File: src/rtl/vga_pkg.sv
// Shared definitions for the VGA timing-check blocks: measurement FSM
// encoding and the default counter width.
package vga_pkg;

    localparam int CNT_W_DEF = 32;

    typedef enum logic [0:0] {
        ST_IDLE    = 1'b0,
        ST_MEASURE = 1'b1
    } meas_state_t;

endpackage

File: src/rtl/clk_period_meter_if.sv
// Result bus of the period meter: registered period/high counts with a
// one-cycle update strobe plus lock and timeout status.
interface clk_period_meter_if #(
    parameter int CNT_W = vga_pkg::CNT_W_DEF
);
    logic [CNT_W-1:0] O_PERIOD;
    logic [CNT_W-1:0] O_HIGH;
    logic             O_VALID;
    logic             O_LOCKED;
    logic             O_TIMEOUT;

    modport master (
        output O_PERIOD, O_HIGH, O_VALID, O_LOCKED, O_TIMEOUT
    );

    modport slave (
        input  O_PERIOD, O_HIGH, O_VALID, O_LOCKED, O_TIMEOUT
    );
endinterface

File: src/rtl/sig_sync_edge.sv
// Multi-flop synchronizer for an asynchronous level plus rising-edge
// detection on the synchronized copy.
module sig_sync_edge #(
    parameter int SYNC_STAGES = 2
) (
    input  logic I_CLK,
    input  logic rst_n,
    input  logic clr,
    input  logic I_SIG,
    output logic O_LVL,
    output logic O_RISE
);
    logic [SYNC_STAGES-1:0] r_sync;
    logic                   r_lvl_d;

    always_ff @(posedge I_CLK or negedge rst_n) begin
        if (!rst_n) begin
            r_sync  <= '0;
            r_lvl_d <= 1'b0;
        end else if (clr) begin
            r_sync  <= '0;
            r_lvl_d <= 1'b0;
        end else begin
            r_sync  <= {r_sync[SYNC_STAGES-2:0], I_SIG};
            r_lvl_d <= r_sync[SYNC_STAGES-1];
        end
    end

    assign O_LVL  = r_sync[SYNC_STAGES-1];
    assign O_RISE = r_sync[SYNC_STAGES-1] & ~r_lvl_d;

endmodule

File: src/rtl/clk_period_meter.sv
// Measures period and high time of a slow asynchronous square wave in I_CLK
// cycles, with a valid strobe per period and a sticky no-edge timeout.
module clk_period_meter
    import vga_pkg::*;
#(
    parameter int     CNT_W       = CNT_W_DEF,
    parameter int     SYNC_STAGES = 2,
    parameter longint TIMEOUT     = 1000000
) (
    input  logic                I_CLK,
    input  logic                rst_n,
    input  logic                clr,
    input  logic                I_SIG,
    clk_period_meter_if.master  o_meas
);
    localparam logic [CNT_W-1:0] LP_TMO = CNT_W'(TIMEOUT);

    meas_state_t      r_state;
    meas_state_t      w_state_nxt;
    logic             w_lvl;
    logic             w_rise;
    logic             w_arm;
    logic             w_take;
    logic             w_expire;
    logic [CNT_W-1:0] r_pcnt;
    logic [CNT_W-1:0] r_hcnt;
    logic [CNT_W-1:0] r_period;
    logic [CNT_W-1:0] r_high;
    logic             r_valid;
    logic             r_locked;
    logic             r_timeout;

    sig_sync_edge #(
        .SYNC_STAGES (SYNC_STAGES)
    ) u_sync (
        .I_CLK  (I_CLK),
        .rst_n  (rst_n),
        .clr    (clr),
        .I_SIG  (I_SIG),
        .O_LVL  (w_lvl),
        .O_RISE (w_rise)
    );

    always_ff @(posedge I_CLK or negedge rst_n) begin
        if (!rst_n) r_state <= ST_IDLE;
        else        r_state <= w_state_nxt;
    end

    // A rise coinciding with pcnt == TIMEOUT is a valid measurement, not a timeout.
    always_comb begin
        w_state_nxt = r_state;
        if (clr) begin
            w_state_nxt = ST_IDLE;
        end else begin
            unique case (r_state)
                ST_IDLE:    if (w_rise) w_state_nxt = ST_MEASURE;
                ST_MEASURE: if (!w_rise && (r_pcnt == LP_TMO)) w_state_nxt = ST_IDLE;
                default:    w_state_nxt = ST_IDLE;
            endcase
        end
    end

    always_comb begin
        w_arm    = (r_state == ST_IDLE) && w_rise;
        w_take   = (r_state == ST_MEASURE) && w_rise;
        w_expire = (r_state == ST_MEASURE) && !w_rise && (r_pcnt == LP_TMO);
    end

    always_ff @(posedge I_CLK or negedge rst_n) begin
        if (!rst_n) begin
            r_pcnt <= '0;
            r_hcnt <= '0;
        end else if (clr || w_expire) begin
            r_pcnt <= '0;
            r_hcnt <= '0;
        end else if (w_arm || w_take) begin
            r_pcnt <= CNT_W'(1);
            r_hcnt <= CNT_W'(1);
        end else if (r_state == ST_MEASURE) begin
            r_pcnt <= r_pcnt + CNT_W'(1);
            r_hcnt <= r_hcnt + CNT_W'(w_lvl);
        end
    end

    always_ff @(posedge I_CLK or negedge rst_n) begin
        if (!rst_n) begin
            r_period  <= '0;
            r_high    <= '0;
            r_valid   <= 1'b0;
            r_locked  <= 1'b0;
            r_timeout <= 1'b0;
        end else if (clr) begin
            r_period  <= '0;
            r_high    <= '0;
            r_valid   <= 1'b0;
            r_locked  <= 1'b0;
            r_timeout <= 1'b0;
        end else begin
            r_valid <= w_take;
            if (w_take) begin
                r_period <= r_pcnt;
                r_high   <= r_hcnt;
                r_locked <= 1'b1;
            end
            if (w_expire) begin
                r_timeout <= 1'b1;
                r_locked  <= 1'b0;
            end
            if (w_arm) r_timeout <= 1'b0;
        end
    end

    assign o_meas.O_PERIOD  = r_period;
    assign o_meas.O_HIGH    = r_high;
    assign o_meas.O_VALID   = r_valid;
    assign o_meas.O_LOCKED  = r_locked;
    assign o_meas.O_TIMEOUT = r_timeout;

endmodule

File: src/flat_wrapper.sv
// flat-port wrapper written by rule: the top's interface ports become plain ports
module clk_period_meter_flat import vga_pkg::*;
#(
    parameter int     CNT_W       = CNT_W_DEF,
    parameter int     SYNC_STAGES = 2,
    parameter longint TIMEOUT     = 1000000
)
  (I_CLK, rst_n, clr, I_SIG, o_meas_O_PERIOD, o_meas_O_HIGH, o_meas_O_VALID, o_meas_O_LOCKED, o_meas_O_TIMEOUT);
  clk_period_meter_if #(.CNT_W(CNT_W)) o_meas_i ();
  input  logic I_CLK;
  input  logic rst_n;
  input  logic clr;
  input  logic I_SIG;
  output wire logic [$bits(o_meas_i.O_PERIOD)-1:0] o_meas_O_PERIOD;
  output wire logic [$bits(o_meas_i.O_HIGH)-1:0] o_meas_O_HIGH;
  output wire logic [$bits(o_meas_i.O_VALID)-1:0] o_meas_O_VALID;
  output wire logic [$bits(o_meas_i.O_LOCKED)-1:0] o_meas_O_LOCKED;
  output wire logic [$bits(o_meas_i.O_TIMEOUT)-1:0] o_meas_O_TIMEOUT;
  assign o_meas_O_PERIOD = o_meas_i.O_PERIOD;
  assign o_meas_O_HIGH = o_meas_i.O_HIGH;
  assign o_meas_O_VALID = o_meas_i.O_VALID;
  assign o_meas_O_LOCKED = o_meas_i.O_LOCKED;
  assign o_meas_O_TIMEOUT = o_meas_i.O_TIMEOUT;
  clk_period_meter #(.CNT_W(CNT_W), .SYNC_STAGES(SYNC_STAGES), .TIMEOUT(TIMEOUT)) u_core (.I_CLK(I_CLK), .rst_n(rst_n), .clr(clr), .I_SIG(I_SIG), .o_meas(o_meas_i));
endmodule
File: config.mk
export PLATFORM = sky130hd
export DESIGN_NAME = clk_period_meter_flat
export DESIGN_NICKNAME = d
export VERILOG_FILES = /design/src/rtl/vga_pkg.sv /design/src/rtl/clk_period_meter_if.sv /design/src/rtl/sig_sync_edge.sv /design/src/rtl/clk_period_meter.sv /design/src/flat_wrapper.sv
export SDC_FILE = /design/constraint.sdc
export NUM_CORES = 1
export LEC_CHECK = 0
export BUFFER_PORTS_ARGS = -buffer_cell sky130_fd_sc_hd__buf_2
export CAP_MARGIN = 10
export CORE_MARGIN = 1
export CORE_UTILIZATION = 50
export CTS_CLUSTER_DIAMETER = 150
export DETAILED_ROUTE_END_ITERATION = 10
export PLACE_DENSITY = 0.73
export SETUP_SLACK_MARGIN = 0.02
export SLEW_MARGIN = 20
export SYNTH_ARGS = -nofsm -noshare
export SYNTH_HDL_FRONTEND = slang
export SYNTH_HIERARCHICAL = 1
export SYNTH_SLANG_ARGS = --single-unit
export TNS_END_PERCENT = 30
File: constraint.sdc
create_clock -name I_CLK -period 2.15 [get_ports I_CLK]
set_input_delay 0 -clock I_CLK [delete_from_list [all_inputs] [get_ports I_CLK]]
set_output_delay 0 -clock I_CLK [all_outputs]
set_load 0.005 [all_outputs]
After elaboration in Yosys (flattened, before gate mapping)
Index checks and enable logic that the tools add are counted.

Register bits: 135. Bits of input ports: 4. Output and inout bits: 67.

$add $sub $neg: 2. Equal/unequal tests: 1. Multiplexer cells: 23. Bitwise logic cells: 3. Reduce and logical (&&, ||, !) cells: 12.

Operators with widths (number): 32-bit two-way mux (10); 32-bit by 1-bit adder with 32-bit output (1); 32-bit by 1-bit adder with 32-bit output (second input constant) (1); 32-bit by 20-bit == test with 1-bit output (second input constant) (1); 1-bit two-way mux (11); 3-bit nonzero test (3); 1-bit logical AND (5); 1-bit logical OR (2); 2-bit two-way mux (1); 1-bit inverter (2); 1-bit case mux with 2 select lines (1); 2-bit nonzero test (1); 1-bit bitwise AND (1); 1-bit logical NOT (1).

Longest topological paths before layout
Gate-level depths: netlist (run 1).

Depth in word-level cells: 8. Depth in mapped cells: 8. Mapped depth without buffers: 7.

Hierarchy
The synthesis (run 1) kept the hierarchy.

Modules (own cells, without submodules): clk_period_meter (times used 1, cells each 539, area each 5950.7 µm²); sig_sync_edge (times used 1, cells each 7, area each 102.6 µm²).

Least setup slack after synthesis (run 1)
No wires, ideal clock.

Kind: reg-to-reg. From: reg u_core.r_pcnt[10]. To: reg u_core.r_hcnt[24]. Library setup time: 138 ps. Arrival: 1900 ps. Required time: 2012 ps. Slack: 113 ps. Stages on the path, launching flop included: 7. Buffers on the path: 1. Clock period less this slack: 2037 ps. Path through: dfrtp_1 or4_4 nor4_4 a21oi_4 buf_6 a31oi_1 a31oi_1.

Longest elaborated chain between the ends: 4. Elaborated cells between the ends (all ways): 5. Those cells by class: eq/ne (1); mux (1); reduce/logical (3).

RTL lines: start, declared (RTL line clk_period_meter.sv:25) `logic [CNT_W-1:0] r_pcnt;`; start signal, assigned (RTL line clk_period_meter.sv:80) `r_pcnt <= r_pcnt + CNT_W'(1);`; 32-bit by 20-bit == test with 1-bit output (*) (RTL line clk_period_meter.sv:66) `w_expire = (r_state == ST_MEASURE) && !w_rise && (r_pcnt == LP_TMO);`; 1-bit logical AND (*) (RTL line clk_period_meter.sv:66); 1-bit logical OR (*) (RTL line clk_period_meter.sv:73) `end else if (clr || w_expire) begin`; 3-bit nonzero test (no line) / 32-bit two-way mux (equally long branches); end signal, assigned (RTL line clk_period_meter.sv:81) `r_hcnt <= r_hcnt + CNT_W'(w_lvl);`; end, declared (RTL line clk_period_meter.sv:26) `logic [CNT_W-1:0] r_hcnt;`.

Mark *: on every way between the ends. The rest lies on a longest branch, timed or not. A chain may end at the register's enable or synchronous reset.

Final worst setup path (run 1)
From: reg u_core.r_pcnt[10]. To: reg u_core.r_pcnt[25].

Longest elaborated chain between the ends: 4. Elaborated cells between the ends (all ways): 8. Those cells by class: add/sub (1); eq/ne (1); mux (3); reduce/logical (3).

RTL lines (RTL line): 32-bit by 1-bit adder with 32-bit output / 32-bit by 20-bit == test with 1-bit output (equally long branches) (clk_period_meter.sv:80, clk_period_meter.sv:66); 32-bit two-way mux / 1-bit logical AND (equally long branches) (clk_period_meter.sv:79, clk_period_meter.sv:66); 32-bit two-way mux / 1-bit logical OR (equally long branches) (clk_period_meter.sv:76, clk_period_meter.sv:73); 32-bit two-way mux / 3-bit nonzero test (equally long branches).

Several ways; a longest one is shown, not always the timed one. The select of a mux whose other input is x is not followed.

==> key figures, run 1 <==
Clock tree
  – CTS clk-pin slew, worst paths: 0.06 ns
  – H-tree depth: 4
  – CTS Buf Count: 17
  – CTS tree: built
  – Clock latency on the worst-skew pair: ~0.41 ns
  – CTS Buffer Depth: 2
  – Clk root buf: clkbuf_16
  – CTS sink count: 135

Drt
  – DR vias: 4923
  – First-pass iteration count of the detailed router: 10
  – Routed WL per cell: 17.7 um
  – DRT antenna net count: 0
  – Total Wirelength: 14300 um
  – Avg Vias per Cell: 6.08
  – # DRC: 5
  – Detailed Route Iter0 Violations: around 340

Power
  – Tot Pwr: 5.51 mW
  – Pleak: 3.54 nW
  – Comb pwr share: under 10%
  – Sw power: 1.30 mW
  – Power density over the cells: 735 nW/um2
  – Maximum vdd drop: 0.501 mV
  – Int Power: 4.21 mW
  – Flop pwr share: 46.4%
  – Switching share of power: 23.6%
  – Clk pwr share: 49.5%

STA
  – Hold WS: 0.229 ns
  – Crit path time final: roughly 2.1 ns
  – Crit share post-route: 98.0%
  – Final setup viols: 0
  – Hold Fails Final Rpt: 0
  – Setup TNS: 0 ns
  – Unrepaired setup endpoints after global routing: yes
  – Max_slew headroom: 51.7%
  – Final WS setup: 0.0430 ns
  – Measured slew at the worst slew-check pin: a little over 0.7 ns
  – Max Slew Vio Count: 0
  – Clock Skew: 0.00927 ns
  – Max Clk Rate: 475 MHz

Setup path
  – Reg-to-reg slack, setup: 0.04 ns
  – Worst Path Required: 2.44 ns
  – CP dominant cell by count: buf_4
  – CP max FO: 7
  – Crit-path cells: or4_4 > nor4_4 > buf_4 > buf_4 > a21o_4 > nor3_1 > o21bai_1
  – R2R Path Start: u_core/r_pcnt[10]
  – Slowest CP cell: or4_4
  – CP startpoint: u_core/r_pcnt[10]
  – Type of origin of the critical path: flip-flop
  – Buf+Inv Stages, Crit Path: 2
  – Critical Path Sink Type: flip-flop
  – Crit path DAT: 2.40 ns
  – Crit-path max cell delay: 0.56 ns
  – Worst reg-to-reg path cell count: 7
  – Capturing point of the worst reg2reg path: u_core/r_pcnt[25]
  – Setup CP Type: flip-flop to flip-flop
  – CP delay by family, top: simple AND/OR/NAND/NOR gates

Final layout
  – Most frequent cells in the layout: dfrtp_1 (135), buf_2 (69), a22o_1 (64), nor2_1 (56), buf_4 (45)
  – Multi-input combinational cell area: 2540 um2
  – Layout Utilization: between 60% and 70%
  – Layout fillers: roughly 900
  – Final Instance Count excl. Fillers: 810
  – Sequential Area: 3380 um2
  – Area added between synthesis and finish: 23.9%
  – Final instance area: 7500 um2
  – # diodes: 0
  – # nets final: 662
  – Share of cells above drive strength 1: 26.2%
  – Commonest non-fill, non-tap cell in the layout: dfrtp_1

Placement
  – GPL Wtd Cong: between 0.8 and 0.9
  – Detail Placement HPWL: 9270 um
  – Post-DP Area: 6820 um2
  – Port Buf Inserts: 70
  – Pre-CTS worst setup slack: 0.00261 ns
  – Placed insts: 771

Floorplan
  – Die Area: between 10000 and 15000 um2
  – Die H: approximately 110 um
  – Site Rows: 39
  – CORE AREA: 11600 um2
  – Die W: 112 um
  – IO Pins: 71
  – Initial core utilization: between 50% and 60%

Synth
  – Mux cell area share after synthesis: 0.165%
  – Synth async-reset ratio: 100%
  – Mapped Cells: 546
  – Largest family of logic cells by synthesized area: simple AND/OR/NAND/NOR gates
  – Distinct cells, synth: 52
  – Yosys Warn Count: 6
  – Adder-Cell Fraction of Synth Area: less than 1%
  – Simple-gate portion of the synthesized area: approximately 18%
  – Prevailing post-synth register cell: dfrtp_1
  – XOR/XNOR Fraction of Synth Area: 6.08%
  – Synthesized area: 6050 um2
  – Compound-Gate Fraction of Synth Area: around 16%
  – Avg Cell Area, Syn: 11.1 um2
  – Post-Syn Nets: 554
  – Register bit count reported by yosys: 135
  – Seq/Total Area, Yosys: 55.8%
  – Number of flops mapped to enable cells by yosys: 0

GRT
  – GRT Overall Usage: 24.2%
  – Maximum number of pins on one net before global-route repair: ~140
  – Total congestion overflow: 0
  – First-pass GRT wire length: 23800 um
  – Initial antenna violation count: 0
  – Vias in the first global route: 4693

Min path
  – Worst min-delay path class: input pin to async pin

Run status
  – Failing checks: design-rule violations
  – Outcome: finished with violations

Flow run
  – MaxCap Viol Count: 0
-- cell usage after synthesis (all sizes together) (2+ instances only) --
library cell	n	area share, %
dfrtp	135	56
a22o	64	9.3
nor2	59	3.9
nand2	30	1.9
nand4	22	2.3
xor2	22	3.2
a31oi	21	2.2
xnor2	20	2.9
clkbuf	19	1.2
nand3	18	1.6
nor3	16	1.4
buf	14	1.7
nor4	13	2.0
and3	12	1.2
a21oi	11	1.1
inv	11	0.68
o21ai	9	0.74
and4	6	0.87
a21o	5	0.62
a41oi	5	0.72
and2	4	0.41
ha	4	0.83
nor2b	4	0.45
or4	3	0.43
o31ai	2	0.25
-- worst max path at each step --
stage,cells after the start,slack (ns),endpoint
after global routing,7,0.006,u_core/r_pcnt[25]
after floorplan,6,0.11,u_core/r_hcnt[24]
final,7,0.04,u_core/r_pcnt[25]
after CTS,6,0.02,u_core/r_pcnt[31]
after detailed placement,8,0.003,u_core/r_pcnt[25]
after global placement,6,0.08,u_core/r_hcnt[23]
-- registers in the layout, indices dropped and copies added (netlist names), 2 cells and up --
name and flops:
u_core/o_meas.O_PERIOD 32, u_core/u_sync/r_sync 2, u_core/r_pcnt 32, u_core/o_meas.O_HIGH 32, u_core/r_hcnt 32
-- timing repair --
item / in CTS / in global routing
hold endpoints to repair: 143 / 0
buffers inserted: 0 / 3
hold buffers: 4 / 0
gates resized for setup: 3 / 9
setup endpoints to repair: 8 / 51
pin swaps: 1 / 1
-- tightest hold or removal path: stages --
cell,delay [ns]
dlygate4sd3_1,0.53
buf_4,0.11
buf_12,0.47
-- cells by family after synthesis --
group / after synthesis
DFF: 135
adders and majority gates: 4
xor gates and xnor gates: 42
muxes: 1
and+or+nand+nor: 195
AOI/OAI and AO/OA: 125
buffers and inverters: 44
-- power by group through the flow --
stage / Clock (mW) / Sequential (mW) / Combinational, mW
floorplan: 0 / 2.60 / 0.110
global placement: 0 / 2.60 / 0.217
detailed placement: 0 / 2.60 / 0.221
CTS: 2.77 / 2.55 / 0.229
global route: 2.88 / 2.55 / 0.257
finish: 2.73 / 2.56 / 0.230
-- metal layers --
layer / global-route usage, % / wire length [um] / vias to the layer above
li1: - / - / 2236
met1: 33.7 / 6510 / 2497
met2: 37.6 / 6870 / 165
met3: 5.99 / 667 / 25
met4: 8.00 / 255 / 0
met5: 0 / 0 / -
-- area by class of cell --
type / count / area share, %
timing repair buffer: 122 / 10.7
sequential: 135 / 45.0
clock buffer: 18 / 5.72
clock inverter: 14 / 1.72
inverter: 11 / 0.551
multi-input combinational: 367 / 33.9
tap: 143 / 2.39
No activity file was read; power rests on OpenSTA's default activity.
==> run 2, diff against run 1 <==
- CORE_ASPECT_RATIO: default -> 0.9
==> run 2 against run 1 <==
Against the previous run: clock-buffer cell count up 4; sequential power about the same; utilization up 0.89 points; global-route usage down 0.080 points; total power down 1.2%; maximum frequency down 1.0%; flip-flop and latch count unchanged; combinational power up 8%; worst setup slack worse by 0.022 ns; the flow now finishes without violations.
==> key figures, run 2 (synthesis gave the netlist of run 1 again) <==
Floorplan
  – Initial core utilization: 52.1% (about the same)
  – CORE AREA: 11600 um2 (about the same)
  – Site Rows: 37 (was 39)
  – Die Area: 12600 um2 (about the same)
  – IO Pins: 71 (unchanged)
  – Die H: 106 um (was 112 um)
  – Die W: 118 um (was 112 um)

Setup path
  – Setup CP Type: flip-flop to flip-flop (unchanged)
  – Worst Path Required: 2.46 ns (was 2.44 ns)
  – Critical Path Sink Type: flip-flop (unchanged)
  – CP max FO: 4 (was 7)
  – Crit path DAT: 2.43 ns (was 2.40 ns)
  – Type of origin of the critical path: flip-flop (unchanged)

Clock tree
  – CTS Buffer Depth: 2 (unchanged)
  – CTS sink count: 135 (unchanged)
  – CTS tree: built (unchanged)
  – Clk root buf: clkbuf_16 (unchanged)
  – CTS clk-pin slew, worst paths: 0.06 ns (about the same)
  – H-tree depth: 4 (unchanged)
  – CTS Buf Count: 17 (unchanged)
  – Clock latency on the worst-skew pair: 0.42 ns (was 0.41 ns)

GRT
  – First-pass GRT wire length: 23700 um (was 23800 um)
  – Total congestion overflow: 0 (unchanged)
  – GRT Overall Usage: 24.2% (about the same)
  – Maximum number of pins on one net before global-route repair: 78 (was 136)
  – Vias in the first global route: 4685 (was 4693)
  – Initial antenna violation count: 0 (unchanged)

STA
  – Crit path time final: 2.13 ns (was 2.11 ns)
  – Final WS setup: 0.0214 ns (was 0.0430 ns)
  – Max_slew headroom: 49.7% (was 51.7%)
  – Crit share post-route: 99.0% (was 98.0%)
  – Setup TNS: 0 ns (unchanged)
  – Measured slew at the worst slew-check pin: 0.748 ns (was 0.724 ns)
  – Hold WS: 0.0128 ns (was 0.229 ns)
  – Unrepaired setup endpoints after global routing: yes (unchanged)
  – Hold Fails Final Rpt: 0 (unchanged)
  – Max Slew Vio Count: 0 (unchanged)
  – Max Clk Rate: 470 MHz (was 475 MHz)
  – Final setup viols: 0 (unchanged)
  – Clock Skew: 0.00829 ns (was 0.00927 ns)

Final layout
  – Layout Utilization: 65.5% (was 64.6%)
  – Sequential Area: 3380 um2 (unchanged)
  – Multi-input combinational cell area: 2580 um2 (was 2540 um2)
  – Share of cells above drive strength 1: 27.5% (was 26.2%)
  – Commonest non-fill, non-tap cell in the layout: dfrtp_1 (unchanged)
  – Layout fillers: 880 (was 896)
  – # diodes: 0 (unchanged)
  – Most frequent cells in the layout: dfrtp_1 (135), buf_2 (69), a22o_1 (64), nor2_1 (56), buf_4 (45) (unchanged)
  – Area added between synthesis and finish: 25.7% (was 23.9%)
  – # nets final: 665 (was 662)

Power
  – Maximum vdd drop: 0.500 mV (was 0.501 mV)
  – Power density over the cells: 716 nW/um2 (was 735 nW/um2)
  – Pleak: 3.57 nW (was 3.54 nW)

Drt
  – Routed WL per cell: 17.6 um (was 17.7 um)
  – DR vias: 4869 (was 4923)
  – DRT antenna net count: 0 (unchanged)
  – Detailed Route Iter0 Violations: 359 (was 343)
  – # DRC: 0 (was 5)
  – First-pass iteration count of the detailed router: 5 (was 10)
  – Total Wirelength: 14500 um (was 14300 um)
  – Avg Vias per Cell: 5.90 (was 6.08)

Placement
  – Port Buf Inserts: 70 (unchanged)
  – GPL Wtd Cong: 0.864 (was 0.842)
  – Detail Placement HPWL: 9290 um (was 9270 um)
  – Pre-CTS worst setup slack: 0.0135 ns (was 0.00261 ns)

Flow run
  – MaxCap Viol Count: 0 (unchanged)

Run status
  – Outcome: complete, no violations (was finished with violations)

Min path
  – Worst min-delay path class: input pin to flip-flop (was input pin to async pin)
==> run 2: final cells by class <==
class                           instances  share of cell area (%)
Clock inverter                          9                    1.02
Inverter                               11                   0.543
Multi-Input combinational cell        367                    33.9
Timing Repair Buffer                  125                    11.4
Sequential cell                       135                    44.4
Tap cell                              156                    2.57
Clock buffer                           22                    6.10
==> run 2: per-stage QoR <==
| stage | total power [mW] | area [um2] | instances |
|---|---|---|---|
| floorplan | 2.71 | 6050 | 546 |
| global placement | 2.82 | 6850 | 783 |
| detailed placement | 2.82 | 6850 | 783 |
| CTS | 5.47 | 7440 | 818 |
| global route | 5.62 | 7610 | 825 |
| finish | 5.45 | 7610 | 825 |
==> run 2: path summary, 6_finish.rpt <==
path | startpoint | endpoint | slack [ns] | depth (start not counted)
max in group asynchronous | rst_n | u_core/r_hcnt[7] | 1.39 | 3
worst max register to register | u_core/r_pcnt[0] | u_core/r_pcnt[31] | 0.02 | 8
worst min register to register | u_core/u_sync/r_sync[0] | u_core/u_sync/r_sync[1] | 0.46 | 1
worst max-delay path | u_core/r_pcnt[0] | u_core/r_pcnt[31] | 0.02 | 8
worst min-delay path | clr | u_core/u_sync/r_sync[1] | 0.01 | 3
min in group asynchronous | rst_n | u_core/o_meas.O_HIGH[24] | 0.02 | 2
==> run 2: power by group <==
group / switching, mW / leakage (nW) / internal [mW]
clock: 1.01 / 0.262 / 1.63
combinational: 0.167 / 1.43 / 0.0813
sequential: 0.00565 / 1.88 / 2.55
==> run 2: critical path, stage by stage, from the launching register on <==
cell	delay (ns)
dfrtp_1	0.40
inv_2	0.10
ha_4	0.12
or3b_4	0.38
nor4_4	0.36
buf_4	0.22
nand2_4	0.06
and4b_1	0.20
o21a_1	0.17
==> run 2: what timing repair did <==
item	CTS	global route
cloned	0	1
buffers inserted	1	6
endpoints found under the setup margin	9	62
resized for setup	1	21
endpoints found under the hold margin	136	0
hold buffers	3	0
pin swaps	1	7
==> run 2: metal layers <==
metal  vias up  share of wire [%]  GRT usage, %  routed length, um
met2       189                 45          35.2               6490
li1       2242                  -             -                  -
met4         0                1.7          9.62                240
met1      2412                 48          35.0               6930
met3        26                5.7          5.31                832
met5         -                  0             0                  0
